File: config.mk
export PLATFORM = sky130hd
export DESIGN_NAME = addsub_rr_scheduler_flat
export DESIGN_NICKNAME = d
export VERILOG_FILES = /design/src/rtl/addsub_rr_scheduler_pkg.sv /design/src/rtl/addsub_rr_scheduler_if.sv /design/src/rtl/add_sub_64bit.sv /design/src/rtl/addsub_rr_scheduler_rr_arbiter.sv /design/src/rtl/addsub_rr_scheduler.sv /design/src/flat_wrapper.sv
export SDC_FILE = /design/constraint.sdc
export NUM_CORES = 1
export LEC_CHECK = 0
export ABC_AREA = 1
export CAP_MARGIN = 10
export CELL_PAD_IN_SITES_DETAIL_PLACEMENT = 0
export CELL_PAD_IN_SITES_GLOBAL_PLACEMENT = 1
export CORE_UTILIZATION = 30
export DETAILED_ROUTE_END_ITERATION = 7
export GPL_ROUTABILITY_DRIVEN = 1
export GPL_TIMING_DRIVEN = 0
export PLACE_DENSITY_LB_ADDON = 0.1
export SETUP_SLACK_MARGIN = 0.05
export SLEW_MARGIN = 20
export SYNTH_ARGS = -nofsm -noshare
export SYNTH_HDL_FRONTEND = slang
export SYNTH_SLANG_ARGS = --single-unit
File: constraint.sdc
create_clock -name clk -period 5.2 [get_ports clk]
set_input_delay 1.04 -clock clk [delete_from_list [all_inputs] [get_ports clk]]
set_output_delay 1.04 -clock clk [all_outputs]
set_load 0.01 [all_outputs]
File: src/rtl/addsub_rr_scheduler_pkg.sv
// Shared types and helpers for the round-robin add/sub scheduler:
// slot state encoding, operation mode encoding and the signed-overflow rule.
package addsub_rr_scheduler_pkg;

    typedef enum logic [0:0] {
        ST_EMPTY = 1'b0,
        ST_FULL  = 1'b1
    } slot_state_e;

    localparam logic MODE_ADD = 1'b0;
    localparam logic MODE_SUB = 1'b1;

    // Signed overflow from operand/result sign bits; subtraction flips the sign test on b.
    function automatic logic addsub_of(input logic a_msb, input logic b_msb,
                                       input logic r_msb, input logic mode);
        logic same_s;
        same_s = (mode == MODE_SUB) ? (a_msb != b_msb) : (a_msb == b_msb);
        return same_s & (r_msb != a_msb);
    endfunction

endpackage

File: src/rtl/addsub_rr_scheduler_if.sv
// Request/response bundle between the datapath clients and the shared adder scheduler.
interface addsub_rr_scheduler_if #(
    parameter int NREQ = 2,
    parameter int W    = 64,
    parameter int IDW  = 3,
    parameter int CNTW = 16
);
    logic [NREQ-1:0]   req_valid;
    logic [NREQ-1:0]   req_ready;
    logic [NREQ*W-1:0] req_a;
    logic [NREQ*W-1:0] req_b;
    logic [NREQ-1:0]   req_mode;
    logic              rsp_valid;
    logic              rsp_ready;
    logic [IDW-1:0]    rsp_id;
    logic [W-1:0]      rsp_result;
    logic              rsp_of;
    logic [CNTW-1:0]   of_count;

    modport master (
        output req_valid, req_a, req_b, req_mode, rsp_ready,
        input  req_ready, rsp_valid, rsp_id, rsp_result, rsp_of, of_count
    );

    modport slave (
        input  req_valid, req_a, req_b, req_mode, rsp_ready,
        output req_ready, rsp_valid, rsp_id, rsp_result, rsp_of, of_count
    );
endinterface

File: src/rtl/add_sub_64bit.sv
// Combinational 64-bit adder/subtractor with signed-overflow flag.
module add_sub_64bit
    import addsub_rr_scheduler_pkg::*;
(
    input  logic [63:0] a,
    input  logic [63:0] b,
    input  logic        mode,
    output logic [63:0] result,
    output logic        of
);
    assign result = (mode == MODE_SUB) ? (a - b) : (a + b);
    assign of     = addsub_of(a[63], b[63], result[63], mode);
endmodule

File: src/rtl/addsub_rr_scheduler_rr_arbiter.sv
// Round-robin arbiter: first requester at or above the pointer, wrapping, wins.
module addsub_rr_scheduler_rr_arbiter #(
    parameter int NREQ = 2,
    parameter int IDW  = 3
) (
    input  logic [NREQ-1:0] req,
    input  logic [IDW-1:0]  ptr,
    output logic [NREQ-1:0] grant,
    output logic [IDW-1:0]  idx,
    output logic            any
);
    // Rotating priority search starting at ptr.
    always_comb begin
        grant = '0;
        idx   = '0;
        any   = 1'b0;
        for (int k = 0; k < NREQ; k++) begin
            int pos_s;
            pos_s = int'(ptr) + k;
            if (pos_s >= NREQ) begin
                pos_s = pos_s - NREQ;
            end else begin
                pos_s = pos_s;
            end
            if (!any && req[pos_s]) begin
                any          = 1'b1;
                grant[pos_s] = 1'b1;
                idx          = IDW'(pos_s);
            end else begin
                any = any;
            end
        end
    end
endmodule

File: src/rtl/addsub_rr_scheduler.sv
// Shares one add_sub_64bit between NREQ requesters with round-robin grant and a
// one-deep registered response slot tagged with the issuing requester id.
module addsub_rr_scheduler
    import addsub_rr_scheduler_pkg::*;
#(
    parameter int NREQ = 2,
    parameter int W    = 64,
    parameter int IDW  = 3,
    parameter int CNTW = 16
) (
    input logic                  clk,
    input logic                  rst_n,
    addsub_rr_scheduler_if.slave bus
);
    localparam logic [CNTW-1:0] CNT_MAX = '1;

    slot_state_e     state_r, state_nxt_s;
    logic [IDW-1:0]  ptr_r;
    logic [NREQ-1:0] grant_s;
    logic [IDW-1:0]  gidx_s;
    logic            any_s;
    logic            can_accept_s;
    logic            accept_s;
    logic [W-1:0]    op_a_s, op_b_s, sum_s;
    logic            op_mode_s, of_s;
    logic [IDW-1:0]  rsp_id_r;
    logic [W-1:0]    rsp_result_r;
    logic            rsp_of_r;
    logic [CNTW-1:0] of_count_r;

    addsub_rr_scheduler_rr_arbiter #(.NREQ(NREQ), .IDW(IDW)) u_arb (
        .req   (bus.req_valid),
        .ptr   (ptr_r),
        .grant (grant_s),
        .idx   (gidx_s),
        .any   (any_s)
    );

    // rst_n gates ready so nothing is handshaken while held in reset.
    assign can_accept_s   = (state_r == ST_EMPTY) | bus.rsp_ready;
    assign accept_s       = any_s & can_accept_s & rst_n;
    assign bus.req_ready  = grant_s & {NREQ{can_accept_s & rst_n}};
    assign bus.rsp_valid  = (state_r == ST_FULL);
    assign bus.rsp_id     = rsp_id_r;
    assign bus.rsp_result = rsp_result_r;
    assign bus.rsp_of     = rsp_of_r;
    assign bus.of_count   = of_count_r;

    // Operand mux: granted requester's operands, zero when idle.
    always_comb begin
        op_a_s    = '0;
        op_b_s    = '0;
        op_mode_s = MODE_ADD;
        if (accept_s) begin
            op_a_s    = bus.req_a[int'(gidx_s)*W +: W];
            op_b_s    = bus.req_b[int'(gidx_s)*W +: W];
            op_mode_s = bus.req_mode[gidx_s];
        end else begin
            op_mode_s = MODE_ADD;
        end
    end

    add_sub_64bit u_alu (
        .a      (op_a_s),
        .b      (op_b_s),
        .mode   (op_mode_s),
        .result (sum_s),
        .of     (of_s)
    );

    // Slot next-state: a fresh accept always fills; drained slot without accept empties.
    always_comb begin
        state_nxt_s = state_r;
        case (state_r)
            ST_EMPTY: begin
                if (accept_s) state_nxt_s = ST_FULL;
                else          state_nxt_s = ST_EMPTY;
            end
            ST_FULL: begin
                if (bus.rsp_ready && !accept_s) state_nxt_s = ST_EMPTY;
                else                            state_nxt_s = ST_FULL;
            end
            default: state_nxt_s = ST_EMPTY;
        endcase
    end

    // Slot state register.
    always_ff @(posedge clk or negedge rst_n) begin
        if (!rst_n) state_r <= ST_EMPTY;
        else        state_r <= state_nxt_s;
    end

    // Round-robin pointer moves just past the winner on each accept.
    always_ff @(posedge clk or negedge rst_n) begin
        if (!rst_n) begin
            ptr_r <= '0;
        end else if (accept_s) begin
            ptr_r <= (gidx_s == IDW'(NREQ-1)) ? '0 : gidx_s + IDW'(1);
        end else begin
            ptr_r <= ptr_r;
        end
    end

    // Response slot payload; held stable until a new accept overwrites it.
    always_ff @(posedge clk or negedge rst_n) begin
        if (!rst_n) begin
            rsp_id_r     <= '0;
            rsp_result_r <= '0;
            rsp_of_r     <= 1'b0;
        end else if (accept_s) begin
            rsp_id_r     <= gidx_s;
            rsp_result_r <= sum_s;
            rsp_of_r     <= of_s;
        end else begin
            rsp_id_r     <= rsp_id_r;
            rsp_result_r <= rsp_result_r;
            rsp_of_r     <= rsp_of_r;
        end
    end

    // Saturating count of overflowing accepted operations.
    always_ff @(posedge clk or negedge rst_n) begin
        if (!rst_n) begin
            of_count_r <= '0;
        end else if (accept_s && of_s && (of_count_r != CNT_MAX)) begin
            of_count_r <= of_count_r + CNTW'(1);
        end else begin
            of_count_r <= of_count_r;
        end
    end

endmodule

File: src/flat_wrapper.sv
// flat-port wrapper written by rule: the top's interface ports become plain ports
module addsub_rr_scheduler_flat import addsub_rr_scheduler_pkg::*;
#(
    parameter int NREQ = 2,
    parameter int W    = 64,
    parameter int IDW  = 3,
    parameter int CNTW = 16
)
  (clk, rst_n, bus_req_valid, bus_req_a, bus_req_b, bus_req_mode, bus_rsp_ready, bus_req_ready, bus_rsp_valid, bus_rsp_id, bus_rsp_result, bus_rsp_of, bus_of_count);
  addsub_rr_scheduler_if #(.NREQ(NREQ), .W(W), .IDW(IDW), .CNTW(CNTW)) bus_i ();
  input logic clk;
  input logic rst_n;
  input wire logic [$bits(bus_i.req_valid)-1:0] bus_req_valid;
  input wire logic [$bits(bus_i.req_a)-1:0] bus_req_a;
  input wire logic [$bits(bus_i.req_b)-1:0] bus_req_b;
  input wire logic [$bits(bus_i.req_mode)-1:0] bus_req_mode;
  input wire logic [$bits(bus_i.rsp_ready)-1:0] bus_rsp_ready;
  output wire logic [$bits(bus_i.req_ready)-1:0] bus_req_ready;
  output wire logic [$bits(bus_i.rsp_valid)-1:0] bus_rsp_valid;
  output wire logic [$bits(bus_i.rsp_id)-1:0] bus_rsp_id;
  output wire logic [$bits(bus_i.rsp_result)-1:0] bus_rsp_result;
  output wire logic [$bits(bus_i.rsp_of)-1:0] bus_rsp_of;
  output wire logic [$bits(bus_i.of_count)-1:0] bus_of_count;
  assign bus_i.req_valid = bus_req_valid;
  assign bus_i.req_a = bus_req_a;
  assign bus_i.req_b = bus_req_b;
  assign bus_i.req_mode = bus_req_mode;
  assign bus_i.rsp_ready = bus_rsp_ready;
  assign bus_req_ready = bus_i.req_ready;
  assign bus_rsp_valid = bus_i.rsp_valid;
  assign bus_rsp_id = bus_i.rsp_id;
  assign bus_rsp_result = bus_i.rsp_result;
  assign bus_rsp_of = bus_i.rsp_of;
  assign bus_of_count = bus_i.of_count;
  addsub_rr_scheduler #(.NREQ(NREQ), .W(W), .IDW(IDW), .CNTW(CNTW)) u_core (.clk(clk), .rst_n(rst_n), .bus(bus_i));
endmodule
; ---- Word-level counts from Yosys, hierarchy flattened
; Index checks and enable logic that the tools add are counted.
[classes]
addsub = 7
order_cmp = 7
n_eq_ne = 5
shift = 2
mux = 29
n_bitwise = 8
n_reduce_logical = 8
[op_table]
columns = cell, n
row1 = $shiftx A128 B10 Y64, 2
row2 = $mux W64, 3
row3 = $add A64 B64 Y64, 1
row4 = $ge A32 B1 Y1 const B, 2
row5 = $lt A32 B3 Y1 const B, 2
row6 = $mux W32, 2
row7 = $sub A64 B64 Y64, 1
row8 = $add A16 B1 Y16 const B, 1
row9 = $mux W1, 16
row10 = $ne A16 B16 Y1 const B, 1
row11 = $mux W3, 3
row12 = $logic_and A1 B1 Y1, 6
row13 = $sub A4 B2 Y5 const B, 1
row14 = $add A3 B1 Y4 const B, 1
row15 = $and A1 B1 Y1, 4
row16 = $ge A4 B2 Y1 const B, 1
row17 = $mux W2, 2
row18 = $sub A3 B2 Y4 const B, 1
row19 = $add A3 B1 Y3 const B, 1
row20 = $eq A3 B1 Y1 const B, 1
row21 = $ge A3 B2 Y1 const B, 1
row22 = $lt A3 B2 Y1 const B, 1
row23 = $and A2 B2 Y2, 1
row24 = $demux W1 S1, 2
row25 = other kinds (7), 9
[totals]
register_bits = 88
inputBits = 263
elab_cells = 72

; ---- Depth between registers and ports, before layout
[logic_depth]
depth_word = 18
depth_mapped = 48

; ---- Modules after synthesis
; A second synthesis with hierarchy kept.
[hier_totals]
cells_unflattened = 2333
hier_area_um2 = 13550.5
[modules_own_cells]
columns = mod, instances, cells_per_inst, area_per_inst_um2
row1 = add_sub_64bit, 1, 1394, 7080.5
row2 = addsub_rr_scheduler, 1, 888, 6233.5
row3 = addsub_rr_scheduler_rr_arbiter, 1, 51, 236.5

; ---- Worst setup path after synthesis
; Ideal clock, no wire load.
[synth_path]
path_type = register to register
startpoint = reg u_core.ptr_r[0]
endpoint = reg u_core.of_count_r[11], in the netlist u_core.bus.of_count[11]
setup_ns = 0.117
arrival_time_ns = 5.421
setup_slack_ns = -0.338
stages_incl_launch_ff = 44
n_path_buf = 5
synth_period_minus_slack_ns = 5.538
cell_sequence = dfrtp_1 -> inv_2 -> ha_1 -> ha_1 -> ha_1 -> nand3_1 -> nand2_1 -> nand2_1 -> nand3_1 -> nand2_2 -> nor2_4 -> buf_6 -> buf_6 -> buf_6 -> buf_2 -> nand2_1 -> ha_1 -> nand2_1 -> [8 not listed] -> o21ai_0 -> nand2_1 -> ha_1 -> a21oi_1 -> inv_1 -> a31oi_1 -> o21ai_0 -> nand2_1 -> nand3_1 -> a31oi_1 -> nand2_1 -> nand3_1 -> nand3_2 -> nand2_4 -> nand3_4 -> buf_6 -> nand2_1 -> nand2_1
[synth_between]
elab_chain_len = 18
elab_cells_between_ends = 38
cone_classes = 5 x add/sub / 2 x order compare / 3 x eq/ne / 2 x shift / 19 x mux / 3 x bitwise / 4 x reduce/logical
[synth_rtl]
columns = element, line_no
row1 = start: declaration, addsub_rr_scheduler.sv:18  ; logic [IDW-1:0] ptr_r;
row2 = start signal: assignment, addsub_rr_scheduler.sv:98  ; ptr_r <= (gidx_s == IDW'(NREQ-1)) ? '0 : gidx_s + IDW'(1);
row3 = start signal: assignment, addsub_rr_scheduler.sv:100  ; ptr_r <= ptr_r;
row4 = "parallel branches: the longest is 16 deep, another holds $add A64 B64 Y64", -
row5 = $logic_and A1 B1 Y1 * (2 in a row), addsub_rr_scheduler.sv:125  ; end else if (accept_s && of_s && (of_count_r != CNT_MAX)) begin
row6 = end signal: assignment, addsub_rr_scheduler.sv:126  ; of_count_r <= of_count_r + CNTW'(1);
row7 = end signal: assignment, addsub_rr_scheduler.sv:128  ; of_count_r <= of_count_r;
row8 = end: declaration, addsub_rr_scheduler.sv:29  ; logic [CNTW-1:0] of_count_r;
; Mark *: on every way between the ends. The select of a mux whose other input is x is not followed.
; A chain may end at the register's enable or synchronous reset.

; ---- Worst setup path after layout
[layout_path]
startpoint = reg u_core.ptr_r[1]
endpoint = reg u_core.of_count_r[13], in the netlist u_core.bus.of_count[13]
[layout_between]
elab_chain_len = 18
elab_cells_between_ends = 38
cone_classes = 5 x add/sub / 2 x order compare / 3 x eq/ne / 2 x shift / 19 x mux / 3 x bitwise / 4 x reduce/logical
[layout_rtl]
columns = element, line_no
row1 = "parallel branches: the longest is 16 deep, another holds $add A64 B64 Y64", -
row2 = $logic_and A1 B1 Y1 * (2 in a row), addsub_rr_scheduler.sv:125
; Marks and branches as above.

==> reports/qor.txt <==
FLOORPLAN
------------------------------------------------------------------------------------
Initial standard-cell utilization of the core                                  30.7%
Die Ht                                                                   202 microns
Core ar.                                                                0.0389 sq mm
Cell row count                                                                    72
Die extent in x                                                          202 microns
Die Footprint                                                           0.0406 sq mm
Number of I/O pins                                                               350

RUN STATUS
------------------------------------------------------------------------------------
Status                                                                  finished, violations left
Violated checks                                                         negative setup slack

GLOBAL ROUTE
------------------------------------------------------------------------------------
Sum of overflow across all layers after global routing                             0
Number of antenna violations at the first check in global routing                  0
GRT Resource Usage Total                                                       26.4%
Maximum number of pins on one net before global-route repair                      36
Vias in the first global route                                                14,700
Wire length of the first global-routing pass                            83,400 microns

LOGIC SYNTHESIS
------------------------------------------------------------------------------------
Number of unique standard cell types used by synthesis                            54
Yosys warning total                                                                0
Register area share after synthesis                                            18.4%
Post-synth EDFFs                                                                   0
Average cell area after synthesis                                         6.11 sq um
Most area-consuming cells after synthesis                               sky130_fd_sc_hd__dfrtp_1 (18%), sky130_fd_sc_hd__nand2_1 (12%), sky130_fd_sc_hd__nor2_1 (9.6%), sky130_fd_sc_hd__inv_1 (7.9%), sky130_fd_sc_hd__ha_1 (7.5%)
Mapped Cells                                                                   1,954
Leading post-synthesis cells by instance count                          sky130_fd_sc_hd__nand2_1 (396), sky130_fd_sc_hd__nor2_1 (306), sky130_fd_sc_hd__inv_1 (252)
Area share of the largest cell type after synthesis                            18.4%
Top flip-flop cell by instance count after synthesis                    sky130_fd_sc_hd__dfrtp_1
Post-synthesis net count                                                       2,290
Share of synthesized registers carrying an async set or reset                   100%
Library cell with the largest summed area after synthesis               sky130_fd_sc_hd__dfrtp_1
Number of synthesized register bits                                               88
Most instantiated library cell after synthesis                          sky130_fd_sc_hd__nand2_1
Post-Synthesis Cell Area                                                0.0119 sq mm

WORST SETUP PATH
------------------------------------------------------------------------------------
Maximum single-stage delay on the critical path                              0.46 ns
Crit-path most repeated cell                                            sky130_fd_sc_hd__nand2_4
Cell at the slowest stage of the critical path                          sky130_fd_sc_hd__dfrtp_2
Critical path startpoint category                                          flip-flop
Kind of critical path                                                   flip-flop to flip-flop
Worst setup slack for register-to-register paths                            -0.55 ns
Critical path peak fanout                                                          5
Arrival time worst endpoint                                                  5.98 ns
Capturing element type of the critical path                                flip-flop
Required arrival time at the worst endpoint                                  5.43 ns

STA
------------------------------------------------------------------------------------
Final Cycle Share                                                               111%
Post-route setup TNS                                                       -15.43 ns
Pins over their slew limit                                                         0
Fmax                                                                         174 MHz
Clock period minus worst slack                                               5.75 ns
Worst clock skew                                                          0.00495 ns
Setup repair after global routing missed its margin                              yes
Setup-violating endpoint count in the final report                                49
Worst slew margin relative to its limit                                        43.4%
Post-route worst setup slack                                               -0.555 ns
Hold_ws                                                                     0.475 ns
Transition time at the pin with the least slew margin                       0.849 ns
Final hold vios                                                                    0

CELLS AND AREA
------------------------------------------------------------------------------------
Final-layout fill cell count                                                   3,929
Share of cells above drive strength 1                                          28.2%
Number of nets at the end of the flow                                          2,821
Final design instance area without fill                                 0.0205 sq mm
Antenna diode instance count                                                       0
Synth-to-layout area growth                                                    71.9%
Number of standard cells in the layout, taps in and fillers out                3,008

PLACE
------------------------------------------------------------------------------------
Count of placed standard cells including taps                                  2,822
Final RePlAce weighted congestion                                              0.945
Cell area reported after detailed placement                             0.0163 sq mm
Estimated wirelength of the detail-placed design                        45,200 microns
Number of input and output port buffers inserted                                 349

DETAILED ROUTING
------------------------------------------------------------------------------------
Post-detailed-route via-to-cell ratio                                           4.93
First-pass DRT Iterations                                                          6
Post-detailed-route count of antenna-violating nets                                0
Initial DRC Count                                                                790
Number of DRC violations after detailed routing                                    0
WL/cell                                                                 18.5 microns
Total routed wirelength                                                 55,800 microns
Vias                                                                          14,800

POWER AND IR DROP
------------------------------------------------------------------------------------
Power density cells                                                      686 mW/mm^2
Maximum vdd drop                                                              340 uV
Leakage power                                                                9.47 nW

CLOCKING
------------------------------------------------------------------------------------
Clock tree from TritonCTS                                                        yes
Clock transition at path regs                                                0.07 ns
Root buffer cell                                                        sky130_fd_sc_hd__clkbuf_16
CTS buffer count                                                                   9
Maximum number of buffers from clock root to sink                                  2
Clock insertion delay at the later pin of the skew report                    0.34 ns
TritonCTS Sinks                                                                   88
Number of buffers inserted for hold repair after clock tree synthesis              0
Htree depth                                                                        3

FLOW RUN
------------------------------------------------------------------------------------
Total of max-cap violations                                                        0

MIN PATH
------------------------------------------------------------------------------------
Class of the tightest hold or removal check                             flip-flop to flip-flop

[path summary, 6_finish.rpt]
| path | start | endpoint | cells past startpoint |
|---|---|---|---|
| setup / recovery | u_core.ptr_r[1] | u_core.bus.of_count[13] | 46 |
| hold / removal | u_core.bus.rsp_result[41] | u_core.bus.rsp_result[41] | 2 |
| setup reg to reg | u_core.ptr_r[1] | u_core.bus.of_count[13] | 46 |
| hold reg to reg | u_core.bus.rsp_result[41] | u_core.bus.rsp_result[41] | 2 |
| max in group asynchronous | rst_n | u_core.bus.rsp_result[20] | 2 |
| min in group asynchronous | rst_n | u_core.bus.rsp_result[13] | 1 |
[routing by layer]
metal / vias up / share of wire [%] / track usage, % / wire, microns
met2: 463 / 47 / 44.4 / 26200
met4: 0 / 2.2 / 6.33 / 1230
met5: - / 0 / 0 / 0
met1: 6902 / 45 / 35.8 / 25400
met3: 61 / 5.3 / 2.83 / 2960
li1: 7396 / - / - / -
[worst max-delay path: cells and delay by family (launching register included)]
family          cells  cell delay, ns
buf+inv            10            1.08
flops               1            0.46
simple gates       26            2.30
xor+xnor            1            0.17
compound gates      4            0.71
fa+ha+maj           5            0.89
[per-stage QoR]
step	total power, mW	setup WS, ns	utilization, %
2_1_floorplan	6.34	-0.0746	-
3_3_place_gp	9.14	-6.40	41.7
3_5_place_dp	9.14	-3.02	41.8
4_1_cts	12.1	-0.564	48.6
5_1_grt	15.1	-0.849	52.7
6_report	14.1	-0.555	52.7
[where the power goes]
group | leakage, nW | internal [mW] | switching, mW
logic | 8.20 | 5.31 | 7.05
clock network | 0.139 | 0.336 | 0.267
registers | 1.13 | 0.943 | 0.178
total | 9.47 | 6.59 | 7.50
[cell usage in the layout, fill, tap and decap left out, types with 15 or more instances in the layout]
| cell type | netlist | layout |
|---|---|---|
| sky130_fd_sc_hd__a21oi_1 | 93 | 40 |
| sky130_fd_sc_hd__a21oi_2 | 1 | 37 |
| sky130_fd_sc_hd__a21oi_4 | 0 | 17 |
| sky130_fd_sc_hd__buf_4 | 3 | 140 |
| sky130_fd_sc_hd__buf_6 | 12 | 42 |
| sky130_fd_sc_hd__clkbuf_1 | 42 | 31 |
| sky130_fd_sc_hd__clkdlybuf4s50_1 | 0 | 344 |
| sky130_fd_sc_hd__dfrtp_1 | 88 | 86 |
| sky130_fd_sc_hd__ha_1 | 72 | 27 |
| sky130_fd_sc_hd__ha_4 | 0 | 34 |
| sky130_fd_sc_hd__inv_1 | 252 | 216 |
| sky130_fd_sc_hd__inv_2 | 4 | 35 |
| sky130_fd_sc_hd__mux2i_1 | 28 | 28 |
| sky130_fd_sc_hd__nand2_1 | 396 | 303 |
| sky130_fd_sc_hd__nand2_2 | 7 | 64 |
| sky130_fd_sc_hd__nand2_4 | 2 | 38 |
| sky130_fd_sc_hd__nand3_1 | 59 | 24 |
| sky130_fd_sc_hd__nand3_2 | 2 | 28 |
| sky130_fd_sc_hd__nand4_1 | 30 | 30 |
| sky130_fd_sc_hd__nor2_1 | 306 | 266 |
| sky130_fd_sc_hd__nor2_2 | 6 | 25 |
| sky130_fd_sc_hd__nor2_4 | 3 | 24 |
| sky130_fd_sc_hd__nor3_1 | 77 | 63 |
| sky130_fd_sc_hd__o21ai_0 | 144 | 88 |
| sky130_fd_sc_hd__o21ai_1 | 32 | 56 |
| sky130_fd_sc_hd__o21ai_2 | 8 | 35 |
| sky130_fd_sc_hd__or2_1 | 28 | 28 |
| sky130_fd_sc_hd__or2_2 | 31 | 16 |
| sky130_fd_sc_hd__or2_4 | 0 | 15 |
| sky130_fd_sc_hd__xnor2_1 | 46 | 40 |
| sky130_fd_sc_hd__xor2_1 | 69 | 55 |
[cells by family (layout without fill, tap and decap cells)]
family | after synthesis | count (layout) | synth area share, %
AND/OR/NAND/NOR | 969 | 969 | 35.2
AO/OA/AOI/OAI | 357 | 357 | 16.7
buffers and inverters | 324 | 860 | 11.1
XOR/XNOR | 115 | 115 | 8.44
flip-flops | 88 | 88 | 18.4
adder cells (fa/ha/maj) | 73 | 73 | 7.71
multiplexers | 28 | 28 | 2.35
[what timing repair did]
item                                    CTS  global route
buffers inserted                        113            69
endpoints found under the hold margin     0             0
gates cloned                              2             1
endpoints found under the setup margin   80            65
pin swaps                                92           140
resized for setup                       371           314
[flip-flops by register name, indices dropped and copies added, names as in the netlist]
register               count
u_core.bus.rsp_id          3
u_core.bus.rsp_valid       1
u_core.ptr_r               3
u_core.bus.rsp_result     64
u_core.bus.of_count       16
u_core.bus.rsp_of          1
[final cells by class]
cell class,count,area (sq um),share of cell area [%]
repair buffers,520,4990,24.3
inverters,257,981,4.78
clock buffers,11,243,1.18
plain buffers,67,513,2.50
multi-input cells,1542,10900,53.2
flip-flops and latches,88,2200,10.7
clock inverters,5,32.5,0.158
well taps,518,648,3.16
Power figures use the tool's default switching activity.
